==> src/rtl/seg_seq_player.sv <==
// rtl/seg_seq_player.sv - programmable step list played back onto the 7-segment display controls
module seg_seq_player #(
    parameter int DEPTH    = 8,
    parameter int TICK_DIV = 1000
) (
    input  logic                     i_clk,
    input  logic                     i_rst,
    input  logic                     i_wr_en,
    input  logic [5:0]               i_wr_data,
    input  logic                     i_clr,
    input  logic                     i_start,
    input  logic                     i_stop,
    input  logic                     i_hold,
    input  logic                     i_loop,
    output logic [3:0]               o_sel,
    output logic                     o_blink,
    output logic                     o_fx,
    output logic                     o_busy,
    output logic                     o_done,
    output logic [$clog2(DEPTH):0]   o_count
);

    localparam int IW = $clog2(DEPTH);
    localparam int CW = IW + 1;
    localparam int DW = $clog2(TICK_DIV);

    localparam logic [0:0] ST_IDLE = 1'b0;
    localparam logic [0:0] ST_PLAY = 1'b1;

    localparam logic [CW-1:0] FULL       = CW'(DEPTH);
    localparam logic [DW-1:0] DWELL_LAST = DW'(TICK_DIV - 1);

    logic [0:0]    state;
    logic [CW-1:0] count;
    logic [IW-1:0] idx;
    logic [DW-1:0] dwell;
    logic [5:0]    mem [DEPTH];

    logic          wr_ok;
    logic          start_ok;
    logic          tick_end;
    logic          at_last;
    logic [IW-1:0] idx_nxt;

    always_comb begin
        wr_ok    = (state == ST_IDLE) && i_wr_en && !i_start && !i_clr && (count != FULL);
        start_ok = (state == ST_IDLE) && i_start && !i_stop && !i_clr && (count != '0);
        tick_end = (dwell == DWELL_LAST) && !i_hold;
        // count is frozen and non-zero while playing, so count-1 is the last valid index
        at_last  = ({1'b0, idx} == (count - CW'(1)));
        idx_nxt  = at_last ? '0 : idx + IW'(1);
    end

    // Step storage carries no reset; count alone defines which entries are valid.
    always_ff @(posedge i_clk) begin
        if (i_rst && wr_ok) begin
            mem[count[IW-1:0]] <= i_wr_data;
        end
    end

    always_ff @(posedge i_clk) begin
        if (!i_rst) begin
            state   <= ST_IDLE;
            count   <= '0;
            idx     <= '0;
            dwell   <= '0;
            o_sel   <= '0;
            o_blink <= 1'b0;
            o_fx    <= 1'b0;
            o_busy  <= 1'b0;
            o_done  <= 1'b0;
        end else begin
            o_done <= 1'b0;
            if (state == ST_IDLE) begin
                if (i_clr) begin
                    count <= '0;
                end else if (wr_ok) begin
                    count <= count + CW'(1);
                end
                if (start_ok) begin
                    state                  <= ST_PLAY;
                    o_busy                 <= 1'b1;
                    idx                    <= '0;
                    dwell                  <= '0;
                    {o_fx, o_blink, o_sel} <= mem[0];
                end
            end else if (i_stop) begin
                state                  <= ST_IDLE;
                o_busy                 <= 1'b0;
                idx                    <= '0;
                dwell                  <= '0;
                {o_fx, o_blink, o_sel} <= '0;
            end else if (tick_end) begin
                dwell <= '0;
                if (at_last && !i_loop) begin
                    state                  <= ST_IDLE;
                    o_busy                 <= 1'b0;
                    o_done                 <= 1'b1;
                    idx                    <= '0;
                    {o_fx, o_blink, o_sel} <= '0;
                end else begin
                    idx                    <= idx_nxt;
                    {o_fx, o_blink, o_sel} <= mem[idx_nxt];
                end
            end else if (!i_hold) begin
                dwell <= dwell + DW'(1);
            end
        end
    end

    assign o_count = count;

endmodule

==> config.mk <==
export PLATFORM = sky130hd
export DESIGN_NAME = seg_seq_player
export DESIGN_NICKNAME = d
export VERILOG_FILES = /design/src/rtl/seg_seq_player.sv
export SDC_FILE = /design/constraint.sdc
export NUM_CORES = 1
export LEC_CHECK = 0
export CORE_MARGIN = 2
export CORE_UTILIZATION = 41
export DETAILED_ROUTE_END_ITERATION = 7
export SLEW_MARGIN = 25
export SYNTH_ARGS = -nofsm -noshare
export SYNTH_HDL_FRONTEND = slang
export SYNTH_SLANG_ARGS = --single-unit
==> constraint.sdc <==
create_clock -name i_clk -period 5.5 [get_ports i_clk]
set_clock_uncertainty 0.2 [all_clocks]
set_input_delay 1.375 -clock i_clk [delete_from_list [all_inputs] [get_ports i_clk]]
set_output_delay 1.375 -clock i_clk [all_outputs]
set_load 0.05 [all_outputs]
==> flow_summary.json, run 1 <==
{
  "num_io_pins": 26,
  "seqCellArea_um2": 1960,
  "grt_util_all_layers_pct": 18.9,
  "cap_violations": 0,
  "cp-start-kind": "input pin",
  "nets": 350,
  "core-area_um2": 8590,
  "cp_num_buf_inv": 1,
  "dpl.hpwl_um": 6380,
  "cp_data_arrival_time_ps": 3870,
  "synthFlopType": "edfxtp_1",
  "startpoint": "i_clr",
  "cp_top_family": "simple AND/OR/NAND/NOR gates",
  "clkLatencyLatePin_ps": 340,
  "place_congestion": 0.822,
  "final.period_utilization_pct": 74.4,
  "h-tree-depth": 3,
  "cp_max_fo": 7,
  "fin_hold_ws_ps": 292,
  "rsz0062_at_grt": "false",
  "synth.distinct_cells": 62,
  "synthesis.nets": 329,
  "clock-root-buffer": "clkbuf_8",
  "cts_tree": "done",
  "grt_pass1_vias": 2509,
  "syn_area_um2": 3590,
  "cts_buffers": 9,
  "die_x_um": 97.6,
  "initial_core_util_pct": 41.8,
  "cts_buffer_depth": 2,
  "hold_viol": 0,
  "status": "complete, no violations",
  "fin_crit_ps": 4090,
  "path_clk_slew_ps": 80,
  "power_frac_comb_pct": 4.0,
  "max_slew_margin_pct": 40.3,
  "drc": 0,
  "antenna_found_initial": 0,
  "rows": 34,
  "firstDrtPassIters": 4,
  "tightest_slew_ps": 894,
  "postCtsHoldBufs": 0,
  "grt_pass1_wl_um": 13800,
  "p_seq_share_pct": 55.1,
  "cp.depth": 5,
  "cp_slowest_cell": "nor3_1",
  "diodes": 0,
  "grt_max_degree": 23,
  "reg2reg_depth": 6,
  "p_sw_uw": 253,
  "setup_viol": 0,
  "netlist_instances": 311,
  "internal_power_uw": 827,
  "grt_overflow": 0,
  "end_kind": "flip-flop",
  "drt_first_iter_violations": 187,
  "drive_gt1_share_pct": 12.8,
  "ant_nets": 0,
  "p_clk_share_pct": 41.0,
  "fillerInstances": 786,
  "synth-async-reset-ratio_pct": 0,
  "worst-setup-path-type": "in2reg",
  "r2r_slack_ps": 2360,
  "ys_seq_area_share_pct": 54.7,
  "hold_path.class": "reg2reg",
  "cpPeakStageDelay_ps": 680,
  "dieHeight_um": 97.6,
  "yosys_warnings": 0,
  "leakagePower_nw": 1.31,
  "multi_input_area_um2": 1500,
  "ir_worst_vdd_v": 0.000176,
  "synth_seq_cells": 74,
  "port_buffers": 25,
  "swShare_pct": 23.4,
  "cts.sinks": 74,
  "timing.critical_path.to": "mem[1][3]",
  "finalMaxSlewViolations": 0,
  "cts_resized": 0,
  "viasPerCell": 5.72,
  "max_freq_ghz": 0.244,
  "synth_edf_count": 48,
  "r2r-end": "o_sel[3]",
  "path_cells": "clkdlybuf4s50_1 -> or4b_1 -> a31oi_1 -> nand3_1 -> nor3_1",
  "required_ps": 5280,
  "reg2reg_from": "idx[0]",
  "totalWireLength_um": 8610,
  "vias": 2546,
  "synth_area_per_cell_um2": 11.5,
  "area_growth_pct": 14.5,
  "dieArea_um2": 9520,
  "routedWlPerCell_um": 19.3,
  "postCtsSetupRepairBufs": 0,
  "tns_ps": 0,
  "cellPowerDensity_nw_per_um2": 263
}
how the worst min path moves through the flow:
| stage | slack [ps] | cells past startpoint | to | start |
|---|---|---|---|---|
| after floorplan | 250 | 2 | dwell[9] | dwell[9] |
| after global routing | 300 | 2 | dwell[9] | dwell[9] |
| final | 290 | 2 | dwell[9] | dwell[9] |
| after detailed placement | 270 | 2 | dwell[9] | dwell[9] |
| after global placement | 270 | 2 | dwell[9] | dwell[9] |
| after CTS | 290 | 2 | dwell[9] | dwell[9] |
cells in the mapped netlist, types with 7 or more instances:
master    instances  area [um2]
nor2_1           25        93.8
nand2_1          27         101
edfxtp_1         48        1440
dfxtp_1          26         521
nand3_1           8        40.0
xnor2_1          12         105
inv_1             9        33.8
mux2i_1           7        70.1
o21ai_0           8        40.0
nor3_1           12        60.1
a21oi_1          14        70.1
buf_2             7        35.0
a31oi_1           8        50.1
placed cells by master (no fill, tap or decap), types with 3 or more instances in the layout:
master / count
nor2_1: 25
nor4_1: 4
edfxtp_1: 48
nor3_1: 12
and2_1: 3
a31oi_1: 8
mux4_2: 4
o31ai_1: 4
nand2_1: 27
buf_4: 3
a22oi_1: 3
dfxtp_1: 26
o32ai_2: 3
clkbuf_8: 9
o22ai_1: 5
nor2b_1: 4
a21oi_1: 14
mux2i_1: 7
ha_1: 4
nand3_1: 8
xnor2_1: 12
inv_1: 9
nor3b_1: 4
clkdlybuf4s50_1: 25
nand4_1: 5
o21ai_0: 8
cells by family (layout without fill, tap and decap cells):
family | Yosys count | after routing | synth area share (%)
compound gates | 65 | 65 | 14.0
mux | 11 | 11 | 4.46
flops | 74 | 74 | 54.7
buf+inv | 27 | 53 | 3.69
xor+xnor | 15 | 15 | 4.11
fa+ha+maj | 4 | 4 | 1.39
simple gates | 115 | 115 | 17.7
state kept, by name, summed over array words and instances, names as in the netlist, 3 cells and up:
register	cells
dwell	10
idx	3
mem	48
o_sel	4
o_count	4
per-stage QoR:
stage / cell area, um2 / setup slack, ps / cells / util (%) / total power, mW
after global placement: 3900 / 1130 / 429 / 45.4 / 0.651
after CTS: 4110 / 1380 / 445 / 47.8 / 1.09
after floorplan: 3590 / 1960 / 311 / - / 0.628
final: 4110 / 1410 / 445 / 47.8 / 1.08
after detailed placement: 3900 / 1000 / 429 / 45.4 / 0.651
after global routing: 4110 / 1240 / 445 / 47.8 / 1.12
power by group through the flow:
stage / combinational [mW] / clock (mW) / sequential, mW
after floorplan: 0.0192 / 0 / 0.609
after global placement: 0.0429 / 0 / 0.608
after detailed placement: 0.0430 / 0 / 0.608
after CTS: 0.0432 / 0.452 / 0.595
after global routing: 0.0460 / 0.476 / 0.595
final: 0.0428 / 0.443 / 0.595
per-layer routing:
metal / track usage, % / routed length, um
met4: 7.26 / 140
met3: 3.53 / 609
met2: 30.7 / 4230
met5: 0 / 0
met1: 25.2 / 3630
final cells by class:
type	count	area share, %
clock buffers	9	3.01
clock inverters	7	2.10
inverters	9	0.822
multi-input cells	210	36.4
flip-flops and latches	74	47.7
well taps	108	3.29
repair buffers	28	6.64
worst reg2reg max path, delay by kind of cell (launching register included):
| family | cells | cell delay (ps) |
|---|---|---|
| DFF | 1 | 910 |
| muxes | 2 | 820 |
| adders and majority gates | 1 | 760 |
| AOI/OAI and AO/OA | 3 | 340 |
Power figures use the tool's default switching activity.
==> run 2, diff against run 1 <==
==> constraint.sdc (replaced) <==
create_clock -name i_clk -period 3.8 [get_ports i_clk]
set_clock_uncertainty 0.2 [all_clocks]
set_input_delay 0.95 -clock i_clk [delete_from_list [all_inputs] [get_ports i_clk]]
set_output_delay 0.95 -clock i_clk [all_outputs]
set_load 0.05 [all_outputs]
==> flow_summary.json, run 2 (synthesized netlist as in run 1, its figures left out) <==
{
  "cts.sinks": 74,
  "leakagePower_nw": 1.36,
  "num_io_pins": 26,
  "end_kind": "flip-flop",
  "dp.cells": 438,
  "status": "complete, no violations",
  "cts_buffers": 9,
  "tightest_slew_ps": 504,
  "place_ws_ps": 179,
  "grt_max_degree": 23,
  "clkLatencyLatePin_ps": 350,
  "viasPerCell": 5.79,
  "cp-start-kind": "input pin",
  "dpl.hpwl_um": 6300,
  "p_sw_uw": 357,
  "area_growth_pct": 16.1,
  "initial_core_util_pct": 41.8,
  "fin_crit_ps": 3240,
  "fin_ws_ps": 558,
  "cp_num_buf_inv": 1,
  "drive_gt1_share_pct": 14.7,
  "fin_hold_ws_ps": 283,
  "grt_pass1_vias": 2535,
  "reg2reg_depth": 7,
  "ir_worst_vdd_v": 0.000202,
  "power_frac_comb_pct": 4.3,
  "required_ps": 3590,
  "cpPeakStageDelay_ps": 580,
  "antenna_found_initial": 0,
  "final_common_cell": "edfxtp_1",
  "cts_resized": 0,
  "finalMaxSlewViolations": 0,
  "cp_max_fo": 6,
  "holdPathStages": 2,
  "worst-setup-path-type": "in2reg",
  "postCtsSetupRepairBufs": 0,
  "rows": 34,
  "swShare_pct": 23.1,
  "port_buffers": 25,
  "cellPowerDensity_nw_per_um2": 372,
  "cts_buffer_depth": 2,
  "max_freq_ghz": 0.308,
  "dieHeight_um": 97.6,
  "final_cells": 454,
  "die_x_um": 97.6,
  "diodes": 0,
  "clock-root-buffer": "clkbuf_8",
  "grt_util_all_layers_pct": 19.2,
  "cap_violations": 0,
  "drt_first_iter_violations": 205,
  "layout_common_cells": "edfxtp_1 (48), nand2_1 (27), dfxtp_1 (26)",
  "hold-path-endpoint": "dwell[9]",
  "min_from": "dwell[9]",
  "hold_path.class": "reg2reg",
  "routedWlPerCell_um": 19.4,
  "r2r-end": "o_sel[1]",
  "reg2reg_from": "o_count[1]",
  "setup_viol": 0,
  "postCtsHoldBufs": 0,
  "hold_viol": 0,
  "cts_tree": "done",
  "h-tree-depth": 3,
  "drc": 0,
  "max_slew_margin_pct": 66.3,
  "internal_power_mw": 1.19,
  "r2r_slack_ps": 780,
  "p_clk_share_pct": 40.2,
  "final.period_utilization_pct": 85.3,
  "cp_top_family": "simple AND/OR/NAND/NOR gates",
  "fillerInstances": 802,
  "cp_data_arrival_time_ps": 3040,
  "dieArea_um2": 9520,
  "grt_overflow": 0,
  "largest_reg_flops": 48,
  "totalWireLength_um": 8820,
  "firstDrtPassIters": 4,
  "ant_nets": 0,
  "rsz0062_at_grt": "false",
  "core-area_um2": 8590,
  "grt_pass1_wl_um": 14000,
  "p_seq_share_pct": 55.5,
  "path_cells": "clkdlybuf4s50_1 -> or4b_1 -> a31oi_1 -> nand3_1 -> nor2_1",
  "tns_ps": 0,
  "cp_slowest_cell": "or4b_1",
  "place_congestion": 0.830,
  "nets": 359,
  "vias": 2628,
  "path_clk_slew_ps": 80
}
run 2: cell types whose count changed in the layout (fill, tap and decap cells not counted):
cell | previous run | this run
buf_4 | 3 | 12
clkinvlp_4 | 1 | 0
inv_6 | 1 | 2
clkinv_4 | 2 | 3
clkinv_1 | 0 | 1
inv_8 | 2 | 0
run 2: layer usage:
layer | vias to the layer above | GRT usage [%] | share of wire (%)
li1 | 1232 | - | -
met1 | 1296 | 25.8 | 44
met2 | 86 | 30.8 | 49
met3 | 14 | 4.39 | 5.6
met4 | 0 | 6.09 | 1.4
met5 | - | 0 | 0
run 2: how the worst max path moves through the flow:
stage | from | end | slack [ps] | cells past startpoint
4_1_cts | i_clr | mem[3][5] | 540 | 5
6_report | i_clr | mem[3][5] | 560 | 5
3_5_place_dp | i_clr | mem[3][5] | 180 | 5
5_1_grt | i_clr | mem[3][1] | 420 | 5
3_3_place_gp | i_clr | mem[3][4] | 220 | 5
2_1_floorplan | i_clr | mem[1][0] | 690 | 4
run 2: stage by stage:
stage / cell area, um2 / power, mW / util [%]
detailed placement: 3970 / 0.944 / 46.2
global placement: 3970 / 0.944 / 46.2
finish: 4170 / 1.55 / 48.5
floorplan: 3590 / 0.909 / -
global route: 4170 / 1.61 / 48.5
CTS: 4170 / 1.56 / 48.5
run 2: area by class of cell:
class / instances / area, um2 / share of cell area (%)
sequential: 74 / 1960 / 47.1
inverter: 9 / 33.8 / 0.811
tap: 108 / 135 / 3.24
multi-input combinational: 210 / 1500 / 35.9
timing repair buffer: 37 / 340 / 8.17
clock buffer: 9 / 124 / 2.97
clock inverter: 7 / 77.6 / 1.86
run 2: tightest hold or removal path, delay by kind of cell (launching register included):
family          cells  cell delay, ps
compound gates      2             110
flops               1             330
run 2: power groups by stage:
stage | clock (mW) | combinational (mW) | sequential (mW)
after CTS | 0.635 | 0.0662 | 0.860
after global routing | 0.676 | 0.0714 | 0.860
final | 0.623 | 0.0664 | 0.860
after floorplan | 0 | 0.0278 | 0.881
after global placement | 0 | 0.0655 | 0.878
after detailed placement | 0 | 0.0658 | 0.879
==> run 3, diff against run 2 <==
--- a/config.mk
+++ b/config.mk
@@ -5,7 +5,7 @@
 export SDC_FILE = /design/constraint.sdc
 export NUM_CORES = 1
 export LEC_CHECK = 0
-export CORE_MARGIN = 2
+export CORE_MARGIN = 1
 export CORE_UTILIZATION = 41
 export DETAILED_ROUTE_END_ITERATION = 7
 export SLEW_MARGIN = 25
==> flow_summary.json, run 3 (synthesized netlist as in run 1, its figures left out) <==
{
  "status": "complete, no violations",
  "hold_viol": 0,
  "dieHeight_um": 95.6,
  "final_common_cell": "edfxtp_1",
  "path_cells": "clkdlybuf4s50_1 -> or4b_1 -> a31oi_1 -> nand3_1 -> nor2_1",
  "fin_crit_ps": 3230,
  "tns_ps": 0,
  "ir_worst_vdd_v": 0.000177,
  "cp_max_fo": 6,
  "setup_viol": 0,
  "max_freq_ghz": 0.310,
  "antenna_found_initial": 0,
  "grt_pass1_vias": 2475,
  "place_congestion": 0.857,
  "diodes": 0,
  "largest_reg_flops": 48,
  "cap_violations": 0,
  "area_growth_pct": 15.9,
  "grt_overflow": 0,
  "reg2reg_depth": 7,
  "cts_buffers": 9,
  "cts_buffer_depth": 2,
  "cpPeakStageDelay_ps": 590,
  "holdPathStages": 2,
  "tightest_slew_ps": 508,
  "nets": 358,
  "end_kind": "flip-flop",
  "cts.sinks": 74,
  "port_buffers": 25,
  "ant_nets": 0,
  "die_x_um": 95.6,
  "clkLatencyLatePin_ps": 350,
  "cp-start-kind": "input pin",
  "fin_util_pct": 49.9,
  "finalMaxSlewViolations": 0,
  "cts_resized": 0,
  "postCtsSetupRepairBufs": 0,
  "core-area_um2": 8340,
  "fin_ws_ps": 570,
  "leakagePower_nw": 1.35,
  "cp_data_arrival_time_ps": 3020,
  "clock-root-buffer": "clkbuf_8",
  "viasPerCell": 5.70,
  "place_ws_ps": 244,
  "num_io_pins": 26,
  "rsz0062_at_grt": "false",
  "totalWireLength_um": 8850,
  "dpl.hpwl_um": 6540,
  "drt_first_iter_violations": 224,
  "cellPowerDensity_nw_per_um2": 374,
  "postCtsHoldBufs": 0,
  "cts_tree": "done",
  "worst-setup-path-type": "in2reg",
  "max_slew_margin_pct": 66.0,
  "design_power_total_mw": 1.56,
  "path_clk_slew_ps": 90,
  "vias": 2563,
  "hold_path.class": "reg2reg",
  "final.period_utilization_pct": 85.0,
  "drive_gt1_share_pct": 14.5,
  "rows": 33,
  "routedWlPerCell_um": 19.7,
  "grt_util_all_layers_pct": 21.3,
  "grt_pass1_wl_um": 13900,
  "h-tree-depth": 3,
  "cp_slowest_cell": "or4b_1",
  "fin_hold_ws_ps": 289,
  "firstDrtPassIters": 5,
  "layout_common_cells": "edfxtp_1 (48), nand2_1 (27), dfxtp_1 (26)",
  "grt_max_degree": 23,
  "initial_core_util_pct": 43.0,
  "drc": 0,
  "dieArea_um2": 9130,
  "required_ps": 3590
}
==> run 3: cell types whose count changed in the layout (fill, tap and decap cells not counted), sizes merged <==
cell and change:
buf -1, bufinv -1, inv +1, clkbuf +3, clkinv -4, clkinvlp +1
==> run 3: final cells by class <==
class	count	area, um2
Clock inverter	4	28.8
Fill cell	752	4180
Multi-Input combinational cell	210	1500
Sequential cell	74	1960
Clock buffer	12	178
Tap cell	105	131
Timing Repair Buffer	36	333
Inverter	9	33.8
==> run 3: worst max-delay path: cells and delay by family <==
family | cells | cell delay (ps)
AOI/OAI and AO/OA | 1 | 270
buffers and inverters | 1 | 450
and+or+nand+nor | 3 | 1350
==> run 3: through the flow <==
step	std cells	cell area, um2
after CTS	450	4160
final	450	4160
after global routing	450	4160
after floorplan	311	3590
after detailed placement	434	3960
after global placement	434	3960
==> run 3: power by group <==
| group | leakage (nW) | switching (mW) | internal (mW) | total (mW) |
|---|---|---|---|---|
| clock | 0.104 | 0.310 | 0.320 | 0.630 |
| sequential | 0.641 | 0.00375 | 0.857 | 0.861 |
| combinational | 0.607 | 0.0400 | 0.0256 | 0.0655 |
| total | 1.35 | 0.353 | 1.20 | 1.56 |
==> run 3: metal layers <==
| metal | up-vias | global-route usage [%] | part of all wire (%) |
|---|---|---|---|
| li1 | 1223 | - | - |
| met1 | 1244 | 29.6 | 46 |
| met2 | 86 | 33.6 | 47 |
| met3 | 10 | 3.59 | 5.4 |
| met4 | 0 | 7.34 | 1.7 |
| met5 | - | 0 | 0 |
==> run 3: path summary, 6_finish.rpt <==
kind	from	to	slack, ps
hold / removal	dwell[9]	dwell[9]	290
hold reg to reg	dwell[9]	dwell[9]	290
setup / recovery	i_clr	mem[2][0]	570
setup reg to reg	o_count[0]	o_sel[1]	790
